### config.mk
export PLATFORM = sky130hd
export DESIGN_NAME = a_row_loader
export DESIGN_NICKNAME = d
export VERILOG_FILES = /design/src/rtl/sa_pkg.sv /design/src/rtl/row_assembler.sv /design/src/rtl/a_row_loader.sv
export SDC_FILE = /design/constraint.sdc
export NUM_CORES = 2
export LEC_CHECK = 0
export CELL_PAD_IN_SITES_DETAIL_PLACEMENT = 0
export CELL_PAD_IN_SITES_GLOBAL_PLACEMENT = 1
export CORE_MARGIN = 2
export CORE_UTILIZATION = 40
export CTS_CLUSTER_DIAMETER = 80
export DETAILED_ROUTE_END_ITERATION = 16
export GPL_ROUTABILITY_DRIVEN = 0
export HOLD_SLACK_MARGIN = 0.02
export PLACE_DENSITY_LB_ADDON = 0.1
export SKIP_CTS_REPAIR_TIMING = 1
export SKIP_LAST_GASP = 1
export SLEW_MARGIN = 20
export SYNTH_ARGS = -nofsm -noshare
export SYNTH_HDL_FRONTEND = slang
export SYNTH_SLANG_ARGS = --single-unit
### constraint.sdc
create_clock -name clk -period 2.55 [get_ports clk]
set_input_delay 0.6375 -clock clk [delete_from_list [all_inputs] [get_ports clk]]
set_output_delay 0.6375 -clock clk [all_outputs]
set_load 0.01 [all_outputs]
### src/rtl/sa_pkg.sv
// Shared definitions for the systolic-array A-operand path.
// Holds the default array geometry, the row loader state encoding and the
// drain-length helper used by the loader and sized against the skew FIFOs.
package sa_pkg;

  localparam int SA_DIM  = 8;
  localparam int SA_BITS = 64;

  typedef enum logic [1:0] {
    IDLE  = 2'd0,
    FETCH = 2'd1,
    DRAIN = 2'd2,
    DONE  = 2'd3
  } loader_state_t;

  // Number of shift cycles needed to empty the deepest skewed FIFO.
  function automatic int drain_cycles(input int dim);
    return (2 * dim) - 1;
  endfunction

endpackage

### src/rtl/row_assembler.sv
// Collects in-order matrix words into a row buffer and, when the last column
// of a row arrives, publishes the complete row as a registered one-cycle,
// row-select FIFO write.
//
// Ports:
//   clk, rst      clock, synchronous active-high reset
//   clr           restart row/column counting at the beginning of a load
//   word_valid    a matrix word is presented on word_data this cycle
//   word_data     matrix word, row-major order
//   fifo_wren     one-hot row write strobe (registered)
//   fifo_d        registered row data, slice k = column k
//   row_done      strobe, high in the cycle a row write is presented
module row_assembler
  import sa_pkg::*;
#(
  parameter int DIM  = SA_DIM,
  parameter int BITS = SA_BITS
) (
  input  logic                clk,
  input  logic                rst,
  input  logic                clr,
  input  logic                word_valid,
  input  logic [BITS-1:0]     word_data,
  output logic [DIM-1:0]      fifo_wren,
  output logic [DIM*BITS-1:0] fifo_d,
  output logic                row_done
);

  localparam int            IW       = (DIM > 1) ? $clog2(DIM) : 1;
  localparam logic [IW-1:0] LAST_COL = IW'(DIM - 1);

  logic [IW-1:0]       col_q, col_d;
  logic [IW-1:0]       row_q, row_d;
  logic [BITS-1:0]     row_buf_q [DIM];
  logic [BITS-1:0]     row_buf_d [DIM];
  logic [DIM-1:0]      wren_q, wren_d;
  logic [DIM*BITS-1:0] fifo_d_q, fifo_d_d;

  // Row buffer fill and row publication.
  always_comb begin
    col_d     = col_q;
    row_d     = row_q;
    row_buf_d = row_buf_q;
    wren_d    = '0;
    fifo_d_d  = fifo_d_q;
    if (clr) begin
      col_d = '0;
      row_d = '0;
    end else if (word_valid) begin
      if (col_q == LAST_COL) begin
        // The last word bypasses row_buf so the full row is captured now;
        // word 0 of the next row may land in row_buf next cycle without
        // touching the published fifo_d.
        for (int k = 0; k < DIM - 1; k++) begin
          fifo_d_d[k*BITS +: BITS] = row_buf_q[k];
        end
        fifo_d_d[(DIM-1)*BITS +: BITS] = word_data;
        wren_d = DIM'(1) << row_q;
        col_d  = '0;
        row_d  = row_q + IW'(1);
      end else begin
        row_buf_d[col_q] = word_data;
        col_d            = col_q + IW'(1);
      end
    end else begin
      col_d = col_q;
    end
  end

  // State registers.
  always_ff @(posedge clk) begin
    if (rst) begin
      col_q    <= '0;
      row_q    <= '0;
      wren_q   <= '0;
      fifo_d_q <= '0;
      for (int k = 0; k < DIM; k++) begin
        row_buf_q[k] <= '0;
      end
    end else begin
      col_q     <= col_d;
      row_q     <= row_d;
      wren_q    <= wren_d;
      fifo_d_q  <= fifo_d_d;
      row_buf_q <= row_buf_d;
    end
  end

  assign fifo_wren = wren_q;
  assign fifo_d    = fifo_d_q;
  assign row_done  = |wren_q;

endmodule

### src/rtl/a_row_loader.sv
// A-operand row loader: on start, reads a DIM x DIM matrix (row-major) from
// memory, writes each assembled row into its skew FIFO, then broadcasts the
// FIFO shift enable long enough to drain every skewed FIFO into the array.
//
// Ports:
//   clk, rst     clock, synchronous active-high reset
//   start        begin a load (accepted only when idle)
//   base_addr    word address of A[0][0], captured with start
//   busy         high whenever not idle
//   done         one-cycle pulse after the final drain cycle
//   mem_req/mem_addr/mem_gnt         read request handshake
//   mem_rvalid/mem_rdata             in-order read responses
//   fifo_wren    one-hot row write strobe
//   fifo_d       row data, slice k = A[r][k]
//   fifo_en      shift enable broadcast to all FIFOs
module a_row_loader
  import sa_pkg::*;
#(
  parameter int DIM  = SA_DIM,
  parameter int BITS = SA_BITS,
  parameter int AW   = 32
) (
  input  logic                clk,
  input  logic                rst,
  input  logic                start,
  input  logic [AW-1:0]       base_addr,
  output logic                busy,
  output logic                done,
  output logic                mem_req,
  output logic [AW-1:0]       mem_addr,
  input  logic                mem_gnt,
  input  logic                mem_rvalid,
  input  logic [BITS-1:0]     mem_rdata,
  output logic [DIM-1:0]      fifo_wren,
  output logic [DIM*BITS-1:0] fifo_d,
  output logic                fifo_en
);

  localparam int            N          = DIM * DIM;
  localparam int            CW         = $clog2(N + 1);
  localparam logic [CW-1:0] N_WORDS    = CW'(N);
  localparam logic [CW-1:0] LAST_REQ   = CW'(N - 1);
  localparam logic [CW-1:0] DRAIN_LAST = CW'(drain_cycles(DIM) - 1);

  loader_state_t state_q, state_d;
  logic [CW-1:0] req_cnt_q, req_cnt_d;
  logic [CW-1:0] rsp_cnt_q, rsp_cnt_d;
  logic [CW-1:0] drain_cnt_q, drain_cnt_d;
  logic          mem_req_q, mem_req_d;
  logic [AW-1:0] mem_addr_q, mem_addr_d;
  logic          busy_q, busy_d;
  logic          done_q, done_d;
  logic          fifo_en_q, fifo_en_d;
  logic          start_accept_s;
  logic          rsp_accept_s;
  logic          row_done_s;

  // Accept qualifiers for start and read responses.
  always_comb begin
    start_accept_s = (state_q == IDLE) && start;
    // Responses outside FETCH (e.g. stragglers after a reset) or beyond the
    // last expected word are dropped.
    rsp_accept_s   = (state_q == FETCH) && mem_rvalid && (rsp_cnt_q != N_WORDS);
  end

  // Next-state, counters and registered outputs.
  always_comb begin
    state_d     = state_q;
    req_cnt_d   = req_cnt_q;
    rsp_cnt_d   = rsp_cnt_q;
    drain_cnt_d = drain_cnt_q;
    mem_req_d   = mem_req_q;
    mem_addr_d  = mem_addr_q;

    if (rsp_accept_s) begin
      rsp_cnt_d = rsp_cnt_q + CW'(1);
    end else begin
      rsp_cnt_d = rsp_cnt_q;
    end

    case (state_q)
      IDLE: begin
        if (start) begin
          state_d    = FETCH;
          req_cnt_d  = '0;
          rsp_cnt_d  = '0;
          mem_req_d  = 1'b1;
          mem_addr_d = base_addr;
        end else begin
          mem_req_d = 1'b0;
        end
      end
      FETCH: begin
        if (mem_req_q && mem_gnt) begin
          req_cnt_d  = req_cnt_q + CW'(1);
          // Address is base + req_cnt kept incrementally; wraps mod 2^AW.
          mem_addr_d = mem_addr_q + AW'(1);
          mem_req_d  = (req_cnt_q != LAST_REQ);
        end else begin
          mem_req_d = mem_req_q;
        end
        // A row strobe with every response consumed is the last row's
        // write; leaving now keeps fifo_wren and fifo_en disjoint.
        if (row_done_s && (rsp_cnt_q == N_WORDS)) begin
          state_d     = DRAIN;
          drain_cnt_d = '0;
        end else begin
          state_d = FETCH;
        end
      end
      DRAIN: begin
        if (drain_cnt_q == DRAIN_LAST) begin
          state_d = DONE;
        end else begin
          drain_cnt_d = drain_cnt_q + CW'(1);
        end
      end
      DONE: begin
        state_d = IDLE;
      end
      default: begin
        state_d = IDLE;
      end
    endcase

    // Outputs are registered decodes of the upcoming state.
    busy_d    = (state_d != IDLE);
    done_d    = (state_d == DONE);
    fifo_en_d = (state_d == DRAIN);
  end

  // State registers.
  always_ff @(posedge clk) begin
    if (rst) begin
      state_q     <= IDLE;
      req_cnt_q   <= '0;
      rsp_cnt_q   <= '0;
      drain_cnt_q <= '0;
      mem_req_q   <= 1'b0;
      mem_addr_q  <= '0;
      busy_q      <= 1'b0;
      done_q      <= 1'b0;
      fifo_en_q   <= 1'b0;
    end else begin
      state_q     <= state_d;
      req_cnt_q   <= req_cnt_d;
      rsp_cnt_q   <= rsp_cnt_d;
      drain_cnt_q <= drain_cnt_d;
      mem_req_q   <= mem_req_d;
      mem_addr_q  <= mem_addr_d;
      busy_q      <= busy_d;
      done_q      <= done_d;
      fifo_en_q   <= fifo_en_d;
    end
  end

  row_assembler #(
    .DIM  (DIM),
    .BITS (BITS)
  ) u_row_assembler (
    .clk        (clk),
    .rst        (rst),
    .clr        (start_accept_s),
    .word_valid (rsp_accept_s),
    .word_data  (mem_rdata),
    .fifo_wren  (fifo_wren),
    .fifo_d     (fifo_d),
    .row_done   (row_done_s)
  );

  assign busy     = busy_q;
  assign done     = done_q;
  assign mem_req  = mem_req_q;
  assign mem_addr = mem_addr_q;
  assign fifo_en  = fifo_en_q;

endmodule

Word-level counts from Yosys, hierarchy flattened
Cells that the tools add are included.

Multiply operators: 0. Muxes and demuxes: 23. Div/mod/pow operators: 0. Equality and inequality tests: 14. Shifts and indexed selects: 1. Add/subtract/negate cells: 6. Magnitude comparators: 2. Bitwise logic cells: 4. Reduce and logical (&&, ||, !) cells: 19.

Operators by type and width (number): bitwise mux 512 bit (1); demux 64 bit (select 3 bit) (1); 2-to-1 mux 32 bit (2); 2-to-1 mux 64 bit (1); case mux 32 bit (2 select lines) (1); 2-to-1 mux 7 bit (7); adder 32 x 1 -> 32 bit, second input constant (1); case mux 7 bit (2 select lines) (2); adder 7 x 1 -> 7 bit, second input constant (3); AND reduction 3 bit (4); equality test 2 bit, second input constant (4); case mux 2 bit (4 select lines) (1); OR reduction 8 bit (1); left shift 1 x 3 -> 8 bit, first input constant (1); equality test 7 x 4 -> 1 bit, second input constant (1); equality test 7 bit, second input constant (1); != test 7 x 6 -> 1 bit, second input constant (1); != test 7 bit, second input constant (1); adder 3 x 1 -> 3 bit, second input constant (2); logical AND 1 bit (6); 2-to-1 mux 2 bit (3); nonzero test 2 bit (3); >= comparator 4 bit, second input constant (1); < comparator 4 x 1 -> 1 bit, second input constant (1); 13 further kinds (19).

Output and inout bits: 556. Word-level logic and storage cells: 90. Memories: 0. Latch bits: 0. Bits in registers: 1097. Bits in read-only memories: 0. Input port bits: 101. Memory bits (writable): 0.

Depth between registers and ports, before layout
Word-level depth: 6. Gate-level depth with buffers: 11. Mapped depth without buffers: 7.

By module
A second synthesis with hierarchy kept.

Cells, all modules: 4230. Area total of the unflattened synthesis: 38774.7 µm².

By module, submodules not included: row_assembler (cells an instance 3805, area an instance 35380.2 µm², times used 1, sequential area each 19498.7 µm²); a_row_loader (cells an instance 425, area an instance 3394.5 µm², times used 1, sequential area each 1181.1 µm²).

Worst setup path before layout
Ideal clock, no wire load.

Path kind: reg-to-reg. Start: register u_row_assembler.col_q[0]. End: register u_row_assembler.row_buf_q[131] (netlist bit). Library setup time: 0.132 ns. Stages on the path, launching flop included: 11. Clock period less this slack: 2.274 ns. Path buffers: 3. Setup slack: 0.276 ns. Data required time: 2.418 ns. Data arrival time: 2.142 ns. Cell sequence: dfxtp_1 ha_1 ha_1 buf_2 a211oi_2 nand2_1 or3_1 buf_2 buf_4 nand2_1 a21oi_1.

Cells in the longest elaborated chain, start to end: 6. Elaborated cells between the ends (all ways): 10. Classes of those cells: order compare: 2; eq/ne: 1; mux: 3; bitwise: 2; reduce/logical: 2.

Ends and longest elaborated chain: start, declared (line row_assembler.sv:32) `logic [IW-1:0] col_q, col_d;`; start signal, assigned (line row_assembler.sv:81) `col_q <= col_d;`; NOT 3 -> 4 bit (not written as such) (line row_assembler.sv:62) `row_buf_d[col_q] = word_data;`; >= comparator 4 bit (not written as such) / < comparator 4 x 1 -> 1 bit (equally long branches) (line row_assembler.sv:62); logical AND 1 bit (not written as such) (line row_assembler.sv:62); 2-to-1 mux 64 bit (not written as such) (line row_assembler.sv:62); demux 64 bit (select 3 bit) (line row_assembler.sv:62); bitwise mux 512 bit (line row_assembler.sv:62); end signal, assigned (line row_assembler.sv:85) `row_buf_q <= row_buf_d;`; end, declared (line row_assembler.sv:34) `logic [BITS-1:0] row_buf_q [DIM];`.

Several ways; a longest one is shown, not always the timed one. A chain may end at the register's enable or synchronous reset.

Final worst setup path
Start: register mem_addr_q[24], in the netlist mem_addr[24]. End: output port mem_addr[24].

RTL lines: start, declared (line a_row_loader.sv:50) `logic [AW-1:0] mem_addr_q, mem_addr_d;`; start signal, assigned (line a_row_loader.sv:150) `mem_addr_q <= mem_addr_d;`; end, declared (line a_row_loader.sv:30) `output logic [AW-1:0] mem_addr,`.

No word-level cell between the ends.

==> impl_metrics.yaml <==
synthesis:
  synthDistinctLibCells: 62
  synth_top_area_cell: "dfxtp_1"
  netlist_area_mm2: 0.0404
  yosys.cell_count.top_type: "nand2_1"
  synth.avg_cell_area_um2: 8.65
  ys.flop_type: "dfxtp_1"
  synth_fp_nets: 4794
  ys_seq_elements: 1033
  async_flop_share_pct: 0
  ys.warnings.count: 0
  ys_seq_area_share_pct: 51.1
  synth.area.top_cells: "dfxtp_1 (51%), nand2_1 (14%), a21oi_2 (8.7%)"
  synth_top_area_share_pct: 51.1
  synth_commonest_cells: "nand2_1 (1559), dfxtp_1 (1033), a21oi_1 (581)"
  synth-edff-count: 0
  syn_inst: 4677
grt:
  met1_usage_pct: 33.5
  grt.busiest_layer: "met2"
  overflow: 0
  track_usage_pct: 25.2
  grt_pass1_wl_mm: 201
  grt_pass1_vias: 31700
  antenna_found_initial: 1
  grt_max_degree: 140
  gr-usage-met3_pct: 4.85
  grt_util_met2_pct: 41.5
critical_path:
  cp_cell_sequence: "clkdlybuf4s50_1"
  startpoint_type: "flop"
  reg2reg_slack_ps: 160
  crit_family: "buffers and inverters"
  worst-path-max-fanout: 6
  crit_required_ps: 1910
  crit_arrival_ps: 1810
  slowest_delay_ps: 640
  critical_path_class: "reg -> out"
  crit_cells: 1
  cpMaxStageDelayCell: "clkdlybuf4s50_1"
  crit_path_end_kind: "output pin"
  reg2reg_depth: 9
  cp.buffers_inverters: 1
sta:
  finalHoldViolCount: 0
  skew_ps: 18.0
  setup_ws_ps: 107
  slew_headroom_pct: 44.9
  whs_ps: 307
  grt_setup_unrepaired: "false"
  period_needed_ps: 2440
  tightest_slew_ps: 826
  drv_slew: 0
  finalCritPeriodShare_pct: 95.8
  max_freq_mhz: 409
  setup_violations: 0
clock_network:
  cts_buffers: 111
  cts_tree: "done"
  clk_pin_slew_ps: 60
  clock-sinks: 1033
  clockBufferDepth: 3
  cts-root-buf: "clkbuf_16"
  insertion_delay_ps: 690
  cts-htree-levels: 3
detailed_routing:
  dr.pass1.iters: 8
  drt_iter0_drc: 2391
  routed_via_density: 4.99
  wl_per_cell_um: 20.3
  dr_total_vias: 33100
  drc: 0
  ant_nets: 0
  wl_mm: 135
cells_and_area:
  area_growth_pct: 28.6
  fin_util_pct: 51.9
  n_fill_cell: 9465
  design_area_mm2: 0.0520
  instances_no_fill: 6633
  fin_nets: 5366
  drive_above_1_share_pct: 22.6
place:
  place_area_mm2: 0.0484
  place_ws_ps: -348
  place_inst: 6432
  port-buffer-count: 656
  dp_hpwl_mm: 91.3
pwr:
  p_sw_share_pct: 25.2
  leakagePower_uw: 0.0165
  ir_worst_vdd_uv: 537
  power-per-cell-area_mw_per_mm2: 696
  clkPwrFrac_pct: 44.2
  p_sw_uw: 9100
  p_int_uw: 27100
  pwr-share-seq_pct: 46.5
  comb_power_share_pct: 9.3
die:
  start_util_pct: 40.4
  core-area_mm2: 0.100
  io_pins: 657
  rows: 116
  die_y_um: 322
  dieArea_mm2: 0.104
  die_w_um: 322
min_path:
  holdPathStages: 2
  hold_path.class: "in -> reg"
run_status:
  outcome: "finished, final reports clean"
job:
  drv_cap: 0
==> flip-flops by register name (all words and copies together) (netlist names) <==
name	flops
state_q	2
u_row_assembler.row_buf_q	448
done	1
fifo_en	1
u_row_assembler.fifo_d	512
rsp_cnt_q	7
u_row_assembler.row_q	3
mem_addr	32
busy	1
u_row_assembler.fifo_wren	8
u_row_assembler.col_q	3
req_cnt_q	7
drain_cnt_q	7
mem_req	1
==> kinds of logic after synthesis <==
group	Yosys count	share of synthesized area, %
buf+inv	413	7.26
mux	2	0.0495
compound gates	1056	17.2
fa+ha+maj	16	0.495
xor+xnor	35	0.758
flops	1033	51.1
simple gates	2122	23.1
==> power groups by stage <==
stage	Clock, uW	Sequential, uW	Combinational [uW]
4_1_cts	16300	16800	3390
3_5_place_dp	0	17200	3370
5_1_grt	17000	16900	3650
2_1_floorplan	0	17200	1740
6_report	16000	16800	3370
3_3_place_gp	0	17200	3360
==> final cells by class <==
type                       instances  area (um2)  area share (%)
tap                             1298        1620            3.12
timing repair buffer             856        9170            17.6
sequential                      1033       20700            39.8
multi-input combinational       3231       16900            32.5
clock inverter                    39         380           0.732
clock buffer                     159        3200            6.15
antenna                            1        2.50         0.00481
inverter                          16        60.1           0.116
==> worst paths after layout <==
| kind | from | endpoint |
|---|---|---|
| max | mem_addr[24] | mem_addr[24] |
| min | rst | u_row_assembler.fifo_d[11] |
| max reg2reg | rsp_cnt_q[1] | u_row_assembler.row_buf_q[420] |
| min reg2reg | u_row_assembler.row_buf_q[148] | u_row_assembler.fifo_d[340] |
==> stage by stage <==
stage	total power (uW)	TNS (ps)
2_1_floorplan	18900	0
3_3_place_gp	20500	-147830
3_5_place_dp	20500	-170060
4_1_cts	36500	0
5_1_grt	37500	0
6_report	36200	0
==> layer usage <==
layer | part of all wire, % | vias to the layer above
li1 | - | 16300
met1 | 45 | 15800
met2 | 47 | 865
met3 | 5.7 | 194
met4 | 2.7 | 0
met5 | 0 | -
==> placed cells by master, fill, tap and decap left out, types with 45 or more instances in the layout <==
master,Yosys,layout
nand2_1,1559,1559
dfxtp_1,1033,1033
clkdlybuf4s50_1,0,655
a21oi_1,581,581
nand2_2,400,400
a21oi_2,400,400
clkbuf_16,0,113
buf_4,36,112
buf_12,44,86
nor2_1,46,45
(Power assumes the default switching activity.)
